--- config.mk ---
export PLATFORM = sky130hd
export DESIGN_NAME = merger_stream_controller_flat
export DESIGN_NICKNAME = d
export VERILOG_FILES = /design/src/rtl/merger_stream_controller_if.sv /design/src/rtl/merger_stream_controller.sv /design/src/flat_wrapper.sv
export SDC_FILE = /design/constraint.sdc
export NUM_CORES = 1
export LEC_CHECK = 0
export CAP_MARGIN = 15
export CORE_ASPECT_RATIO = 1.4
export CORE_MARGIN = 3
export CORE_UTILIZATION = 30
export DETAILED_ROUTE_END_ITERATION = 10
export PLACE_DENSITY = 0.59
export SLEW_MARGIN = 20
export SYNTH_ARGS = -nofsm -noshare
export SYNTH_HDL_FRONTEND = slang
export SYNTH_SLANG_ARGS = --single-unit
--- constraint.sdc ---
create_clock -name clock -period 4.5 [get_ports clock]
set_input_delay 0.675 -clock clock [delete_from_list [all_inputs] [get_ports clock]]
set_output_delay 0.675 -clock clock [all_outputs]
set_load 0.02 [all_outputs]
--- src/rtl/merger_stream_controller_if.sv ---
// Handshake bundle shared by the merge controller, its upstream lanes, the merger and the downstream sink.
// The controller connects through the slave modport; the environment side uses master.
interface merger_stream_controller_if #(
    parameter int unsigned RADIX      = 2,
    parameter int unsigned COORD_BITS = 16
);
    logic [RADIX-1:0]            lane_valid;
    logic [RADIX*COORD_BITS-1:0] lane_coord;
    logic [RADIX-1:0]            lane_last;
    logic [RADIX-1:0]            lane_ready;
    logic [RADIX*COORD_BITS-1:0] merger_coord_in;
    logic                        merger_selected;
    logic [RADIX-1:0]            merger_fetch_next;
    logic [COORD_BITS-1:0]       merger_coord;
    logic                        out_valid;
    logic [COORD_BITS-1:0]       out_coord;
    logic                        out_last;
    logic                        out_ready;

    modport master (
        output lane_valid, lane_coord, lane_last, merger_fetch_next, merger_coord, out_ready,
        input  lane_ready, merger_coord_in, merger_selected, out_valid, out_coord, out_last
    );

    modport slave (
        input  lane_valid, lane_coord, lane_last, merger_fetch_next, merger_coord, out_ready,
        output lane_ready, merger_coord_in, merger_selected, out_valid, out_coord, out_last
    );
endinterface

--- src/rtl/merger_stream_controller.sv ---
// Sequences one merger through a merge job: holds one head per lane, drives the merger,
// pops the winning lane, tracks exhausted lanes and marks the end of the merged stream.
module merger_stream_controller #(
    parameter int unsigned RADIX      = 2,
    parameter int unsigned COORD_BITS = 16
) (
    input  logic                         clock,
    input  logic                         reset,
    input  logic                         start,
    merger_stream_controller_if.slave    bus,
    output logic                         busy,
    output logic                         done,
    output logic                         error
);

    localparam logic [COORD_BITS-1:0] SENTINEL = '1;
    localparam logic [RADIX-1:0]      ALL_LANES = '1;

    typedef enum logic [1:0] {
        S_IDLE,
        S_FILL,
        S_MERGE,
        S_DONE
    } state_t;

    state_t                             state_q, state_d;
    logic [RADIX-1:0][COORD_BITS-1:0]   head_coord_q, head_coord_d;
    logic [RADIX-1:0]                   head_vld_q, head_vld_d;
    logic [RADIX-1:0]                   head_last_q, head_last_d;
    logic [RADIX-1:0]                   exhausted_q, exhausted_d;
    logic                               error_q, error_d;
    logic                               busy_q, busy_d;
    logic                               done_q, done_d;

    logic [RADIX-1:0]                   lane_ready_c;
    logic [RADIX-1:0]                   pop_c;
    logic                               merger_selected_c;
    logic                               out_last_c;
    logic [RADIX*COORD_BITS-1:0]        coord_in_c;

    // State and per-lane head registers
    always_ff @(posedge clock) begin
        if (reset) begin
            state_q      <= S_IDLE;
            head_coord_q <= '0;
            head_vld_q   <= '0;
            head_last_q  <= '0;
            exhausted_q  <= '0;
            error_q      <= 1'b0;
            busy_q       <= 1'b0;
            done_q       <= 1'b0;
        end else begin
            state_q      <= state_d;
            head_coord_q <= head_coord_d;
            head_vld_q   <= head_vld_d;
            head_last_q  <= head_last_d;
            exhausted_q  <= exhausted_d;
            error_q      <= error_d;
            busy_q       <= busy_d;
            done_q       <= done_d;
        end
    end

    // Next-state, lane handshakes, pops and protocol checking
    always_comb begin
        logic [COORD_BITS-1:0] in_coord;
        logic                  all_present;
        logic                  all_exh;
        logic                  active;

        state_d           = state_q;
        head_coord_d      = head_coord_q;
        head_vld_d        = head_vld_q;
        head_last_d       = head_last_q;
        exhausted_d       = exhausted_q;
        error_d           = error_q;
        lane_ready_c      = '0;
        pop_c             = '0;
        merger_selected_c = 1'b0;
        out_last_c        = 1'b0;
        in_coord          = '0;

        all_present = &(head_vld_q | exhausted_q);
        all_exh     = &exhausted_q;
        active      = (state_q == S_FILL) || (state_q == S_MERGE);

        if (state_q == S_MERGE) begin
            merger_selected_c = bus.out_ready & all_present & ~all_exh;
        end

        if (merger_selected_c && ((bus.merger_fetch_next == '0) ||
            ((bus.merger_fetch_next & (bus.merger_fetch_next - RADIX'(1))) != '0))) begin
            error_d = 1'b1;
        end

        for (int unsigned i = 0; i < RADIX; i++) begin
            in_coord = bus.lane_coord[i*COORD_BITS +: COORD_BITS];
            pop_c[i] = merger_selected_c & bus.merger_fetch_next[i] & ~exhausted_q[i];
            lane_ready_c[i] = active & ~exhausted_q[i] & (~head_vld_q[i] | pop_c[i]);

            if (merger_selected_c && bus.merger_fetch_next[i] && exhausted_q[i]) begin
                error_d = 1'b1;
            end
            if ((state_q == S_MERGE) && bus.lane_valid[i] && exhausted_q[i] && (in_coord != SENTINEL)) begin
                error_d = 1'b1;
            end

            if (pop_c[i]) begin
                head_vld_d[i] = 1'b0;
                if (head_last_q[i]) begin
                    exhausted_d[i] = 1'b1;
                    if ((exhausted_q | (RADIX'(1) << i)) == ALL_LANES) begin
                        out_last_c = 1'b1;
                    end
                end
            end

            // Refill is accepted in the same cycle as a pop, so a lane sustains one element per cycle
            if (bus.lane_valid[i] && lane_ready_c[i]) begin
                if ((in_coord == SENTINEL) && bus.lane_last[i]) begin
                    exhausted_d[i] = 1'b1;
                end else begin
                    head_coord_d[i] = in_coord;
                    head_last_d[i]  = bus.lane_last[i];
                    head_vld_d[i]   = 1'b1;
                end
            end
        end

        case (state_q)
            S_IDLE: begin
                if (start) begin
                    state_d     = S_FILL;
                    exhausted_d = '0;
                    head_vld_d  = '0;
                    error_d     = 1'b0;
                end
            end
            S_FILL: begin
                if (all_present) begin
                    state_d = all_exh ? S_DONE : S_MERGE;
                end
            end
            S_MERGE: begin
                if (merger_selected_c && out_last_c) begin
                    state_d = S_DONE;
                end
            end
            S_DONE: begin
                state_d = S_IDLE;
            end
            default: begin
                state_d = S_IDLE;
            end
        endcase

        busy_d = (state_d != S_IDLE);
        done_d = (state_d == S_DONE);
    end

    // Empty or exhausted lanes present the sentinel so the merger never picks them
    always_comb begin
        coord_in_c = '0;
        for (int unsigned i = 0; i < RADIX; i++) begin
            coord_in_c[i*COORD_BITS +: COORD_BITS] = head_vld_q[i] ? head_coord_q[i] : SENTINEL;
        end
    end

    assign bus.lane_ready      = lane_ready_c;
    assign bus.merger_coord_in = coord_in_c;
    assign bus.merger_selected = merger_selected_c;
    assign bus.out_valid       = merger_selected_c;
    assign bus.out_coord       = merger_selected_c ? bus.merger_coord : '0;
    assign bus.out_last        = out_last_c;

    assign busy  = busy_q;
    assign done  = done_q;
    assign error = error_q;

endmodule
--- src/flat_wrapper.sv ---
// flat-port wrapper written by rule: the top's interface ports become plain ports
module merger_stream_controller_flat 
#(
    parameter int unsigned RADIX      = 2,
    parameter int unsigned COORD_BITS = 16
)
  (clock, reset, start, busy, done, error, bus_lane_valid, bus_lane_coord, bus_lane_last, bus_merger_fetch_next, bus_merger_coord, bus_out_ready, bus_lane_ready, bus_merger_coord_in, bus_merger_selected, bus_out_valid, bus_out_coord, bus_out_last);
  merger_stream_controller_if #(.RADIX(RADIX), .COORD_BITS(COORD_BITS)) bus_i ();
  input  logic clock;
  input  logic reset;
  input  logic start;
  output logic busy;
  output logic done;
  output logic error;
  input wire logic [$bits(bus_i.lane_valid)-1:0] bus_lane_valid;
  input wire logic [$bits(bus_i.lane_coord)-1:0] bus_lane_coord;
  input wire logic [$bits(bus_i.lane_last)-1:0] bus_lane_last;
  input wire logic [$bits(bus_i.merger_fetch_next)-1:0] bus_merger_fetch_next;
  input wire logic [$bits(bus_i.merger_coord)-1:0] bus_merger_coord;
  input wire logic [$bits(bus_i.out_ready)-1:0] bus_out_ready;
  output wire logic [$bits(bus_i.lane_ready)-1:0] bus_lane_ready;
  output wire logic [$bits(bus_i.merger_coord_in)-1:0] bus_merger_coord_in;
  output wire logic [$bits(bus_i.merger_selected)-1:0] bus_merger_selected;
  output wire logic [$bits(bus_i.out_valid)-1:0] bus_out_valid;
  output wire logic [$bits(bus_i.out_coord)-1:0] bus_out_coord;
  output wire logic [$bits(bus_i.out_last)-1:0] bus_out_last;
  assign bus_i.lane_valid = bus_lane_valid;
  assign bus_i.lane_coord = bus_lane_coord;
  assign bus_i.lane_last = bus_lane_last;
  assign bus_i.merger_fetch_next = bus_merger_fetch_next;
  assign bus_i.merger_coord = bus_merger_coord;
  assign bus_i.out_ready = bus_out_ready;
  assign bus_lane_ready = bus_i.lane_ready;
  assign bus_merger_coord_in = bus_i.merger_coord_in;
  assign bus_merger_selected = bus_i.merger_selected;
  assign bus_out_valid = bus_i.out_valid;
  assign bus_out_coord = bus_i.out_coord;
  assign bus_out_last = bus_i.out_last;
  merger_stream_controller #(.RADIX(RADIX), .COORD_BITS(COORD_BITS)) u_core (.clock(clock), .reset(reset), .start(start), .bus(bus_i), .busy(busy), .done(done), .error(error));
endmodule
==> metrics.md <==
| Metric | Value |
|---|---|
| Internal | slightly above 0.0006 W |
| Clock Power Share | about a quarter |
| Crit-path max FO | 20 |
| Synth Instances | 287 |
| Static leakage | about 1.4 nW |
| # fillers | around 770 |
| Crit path required time | roughly 3.8 ns |
| P&R area growth vs syn | 52.5% |
| Post-synth cell types | 38 |
| Die X-Extent | between 80 and 90 um |
| Met3 usage | approximately 3.5% |
| WHS Path Cells | 2 |
| Initial Util | about 31% |
| Sum Neg Setup Slack | 0 ns |
| Die Span Y | between 100 and 150 um |
| Top_reg_cell synth | dfxtp_1 |
| Die ar. | between 9000 and 10000 um^2 |
| CP arrival | about 2.6 ns |
| Port bufs | around 110 |
| Cts bufs inserted | 5 |
| Dominant cell type by area after synthesis | dfxtp_1 |
| Register area share after synthesis | a little over a third |
| Reg area | about 860 um^2 |
| Area share of the largest cell type after synthesis | 35.7% |
| Rel. slew slack | between 20% and 30% |
| Post-CTS Resized | 0 |
| Number of enable-type register cells in the synthesized netlist | 0 |
| Hold Buf Count CTS | 0 |
| First-pass GRT wire length | roughly 10000 um |
| Final Slew Violations | 0 |
| Largest stage delay on the critical path | about 0.65 ns |
| Worst-Skew Late Latency | a little under 0.3 ns |
| Critical-path cell list | inv_1 > ha_1 > o221a_2 > a31oi_1 > nor3b_1 > clkdlybuf4s50_1 |
| Mapped Nets | between 300 and 400 |
| RSZ-0062 raised after global routing | no |
| Final Hold Fails | 0 |
| Syn avg cell area | between 8 and 9 um^2 |
| Final Util | 47.2% |
| Ys async rst share | 0% |
| Period utilisation layout | between 70% and 80% |
| Slew @ Worst Pin | ~1.1 ns |
| # Post-CTS Setup Buffers | 0 |
| Rows | 38 |
| Drt wl/cell | about 14 um |
| Gr ovfl total | 0 |
| Final Critical Period | approximately 3.3 ns |
| DR pass1 iterations | 4 |
| Initial antenna violation count | 0 |
| Combinational share of power | between 20% and 30% |
| Initial DRC count | 100 |
| Maxcap violations | 0 |
| Clk buf depth | 2 |
| Leading post-synthesis cells by cell area | dfxtp_1 36%, mux2i_1 13%, nand2_1 11%, nand2b_1 8.3%, and3_1 4.4% |
| Fmax | slightly above 0.3 GHz |
| Switch Pwr | ~0.00023 W |
| GRT Total Usage | ~14% |
| Ys Warns | 0 |
| Mapped Area | 2410 um^2 |
| Reg2reg start | u_core.state_q[0]$_SDFF_PP0_ |
| Final nets | 455 |
| Worst hold start | u_core.head_coord_q[8]$_SDFFE_PP0P_ |
| Core area | 7800 um^2 |
| Met2 global-route usage | approximately 25% |
| Multi-input gate area in the final layout | between 1000 and 1500 um^2 |
| Via density | between 4 and 5 |
| Worst r2r path cells | 6 |
| Grt met1 use | 16.5% |
| Tightest Hold Check Type | register to register |
| Layout cells sized above 1 | between 5 and 6% |
| CP max-delay cell | clkdlybuf4s50_1 |
| CTS clock-pin slew for the worst setup and hold paths | around 0.080 ns |
| Power Density | roughly 230 nW/um^2 |
| Commonest non-fill, non-tap cell in the layout | clkdlybuf4s50_1 |
| Routed vias | about 2400 |
| Post-route DRC | 0 |
| Final setup fails | 0 |
| Post-route ant nets | 0 |
| Critical path class | register to output port |
| H-Tree Depth | 2 |
| Status | completed |
| Crit path from | u_core.state_q[0]$_SDFF_PP0_ |
| Crit end category | output port |
| Vias in the first global route | between 2000 and 2500 |
| Worst R2R Setup Slack | roughly 1.8 ns |
| Final Skew | around 0.0036 ns |
| Ant diodes | 0 |
| Hpwl dp | 5140 um |
| Startpoint Class | register |
| Maximum VDD drop | 0.131 mV |
| IO Count | approximately 110 |
| CTS tree | done |
| CTS Sinks | 43 |
| Family with the most delay on the worst path | buffers and inverters |
| WL final | about 6700 um |
| Clock Tree Root | clkbuf_8 |
| Final RePlAce weighted congestion | 0.837 |
| Most frequent cells in the layout | 113 x clkdlybuf4s50_1, 68 x nand2_1, 43 x dfxtp_1, 32 x nand2b_1, 32 x mux2i_1 |
| Cell depth of the worst setup path | 6 |
| Largest net degree at the start of global routing | 56 |
| Buf/Inv on CP | 2 |
| Yosys reg bits | 43 |
| GR peak layer | met2 |
| Flop pwr share | between 40% and 50% |
| Switching portion of total power | 27.4% |
==> layer usage <==
layer	wire length, um	up-vias
li1	-	1191
met1	2590	1061
met2	3470	92
met3	560	8
met4	84	0
met5	0	-
==> power by group through the flow <==
stage                     clock, W  sequential (W)  combinational [W]
after floorplan                  0        0.000417           0.000109
after detailed placement         0        0.000418           0.000218
after global placement           0        0.000418           0.000218
final                     0.000227        0.000409           0.000217
after CTS                 0.000238        0.000409           0.000219
after global routing      0.000252        0.000412           0.000235
==> final cells by class <==
type	instances	share of cell area (%)
Sequential cell	43	23.4
Timing Repair Buffer	118	31.9
Inverter	6	0.612
Multi-Input combinational cell	218	38.7
Tap cell	100	3.40
Clock buffer	6	1.97
==> per-stage QoR <==
step / instances / power (W) / hold WS, ns / area (um^2) / setup WS, ns
after floorplan: 287 / 0.000526 / 0.430 / 2410 / 2.13
after global placement: 484 / 0.000636 / 0.437 / 3590 / 1.27
after detailed placement: 484 / 0.000636 / 0.442 / 3590 / 1.27
after CTS: 490 / 0.000867 / 0.455 / 3670 / 1.15
after global routing: 491 / 0.000899 / 0.472 / 3680 / 0.990
final: 491 / 0.000854 / 0.453 / 3680 / 1.21
==> worst paths after layout <==
| path | to |
|---|---|
| hold / removal | u_core.head_coord_q[8]$_SDFFE_PP0P_ |
| setup reg to reg | u_core.head_last_q[1]$_SDFFE_PP0P_ |
| hold reg to reg | u_core.head_coord_q[8]$_SDFFE_PP0P_ |
| setup / recovery | bus_lane_ready[1] |
==> registers in the layout, summed over array words and instances, names as in the netlist <==
signal and cells:
u_core.head_coord_q 32, u_core.exhausted_q 2, u_core.head_last_q 2, u_core.head_vld_q 2
u_core.state_q 2, u_core.busy 1, u_core.done 1, u_core.error 1
==> worst register-to-register path, stage by stage, from the launching register on <==
cell	delay, ns
dfxtp_1	0.35
inv_1	0.13
ha_1	0.24
o221a_2	0.42
a31oi_1	0.26
a211oi_4	0.90
o221a_2	0.36
==> Yosys cell counts, drive strengths merged, types with 3 or more instances <==
master,instances
nor2,7
inv,6
nand2,68
mux2i,32
nand2b,32
ha,5
a211oi,3
nand4,8
o221a,3
clkbuf,14
nand3,4
o21ai,5
a21oi,5
nor3b,4
a31oi,4
buf,6
dfxtp,43
and3,17
==> logic make-up after synthesis <==
group / Yosys count / share of synthesized area, %
adder cells (fa/ha/maj): 5 / 2.59
AND/OR/NAND/NOR: 150 / 32.2
flip-flops: 43 / 35.7
multiplexers: 32 / 13.3
AO/OA/AOI/OAI: 31 / 11.0
buffers and inverters: 26 / 5.24
Power figures use the tool's default switching activity.
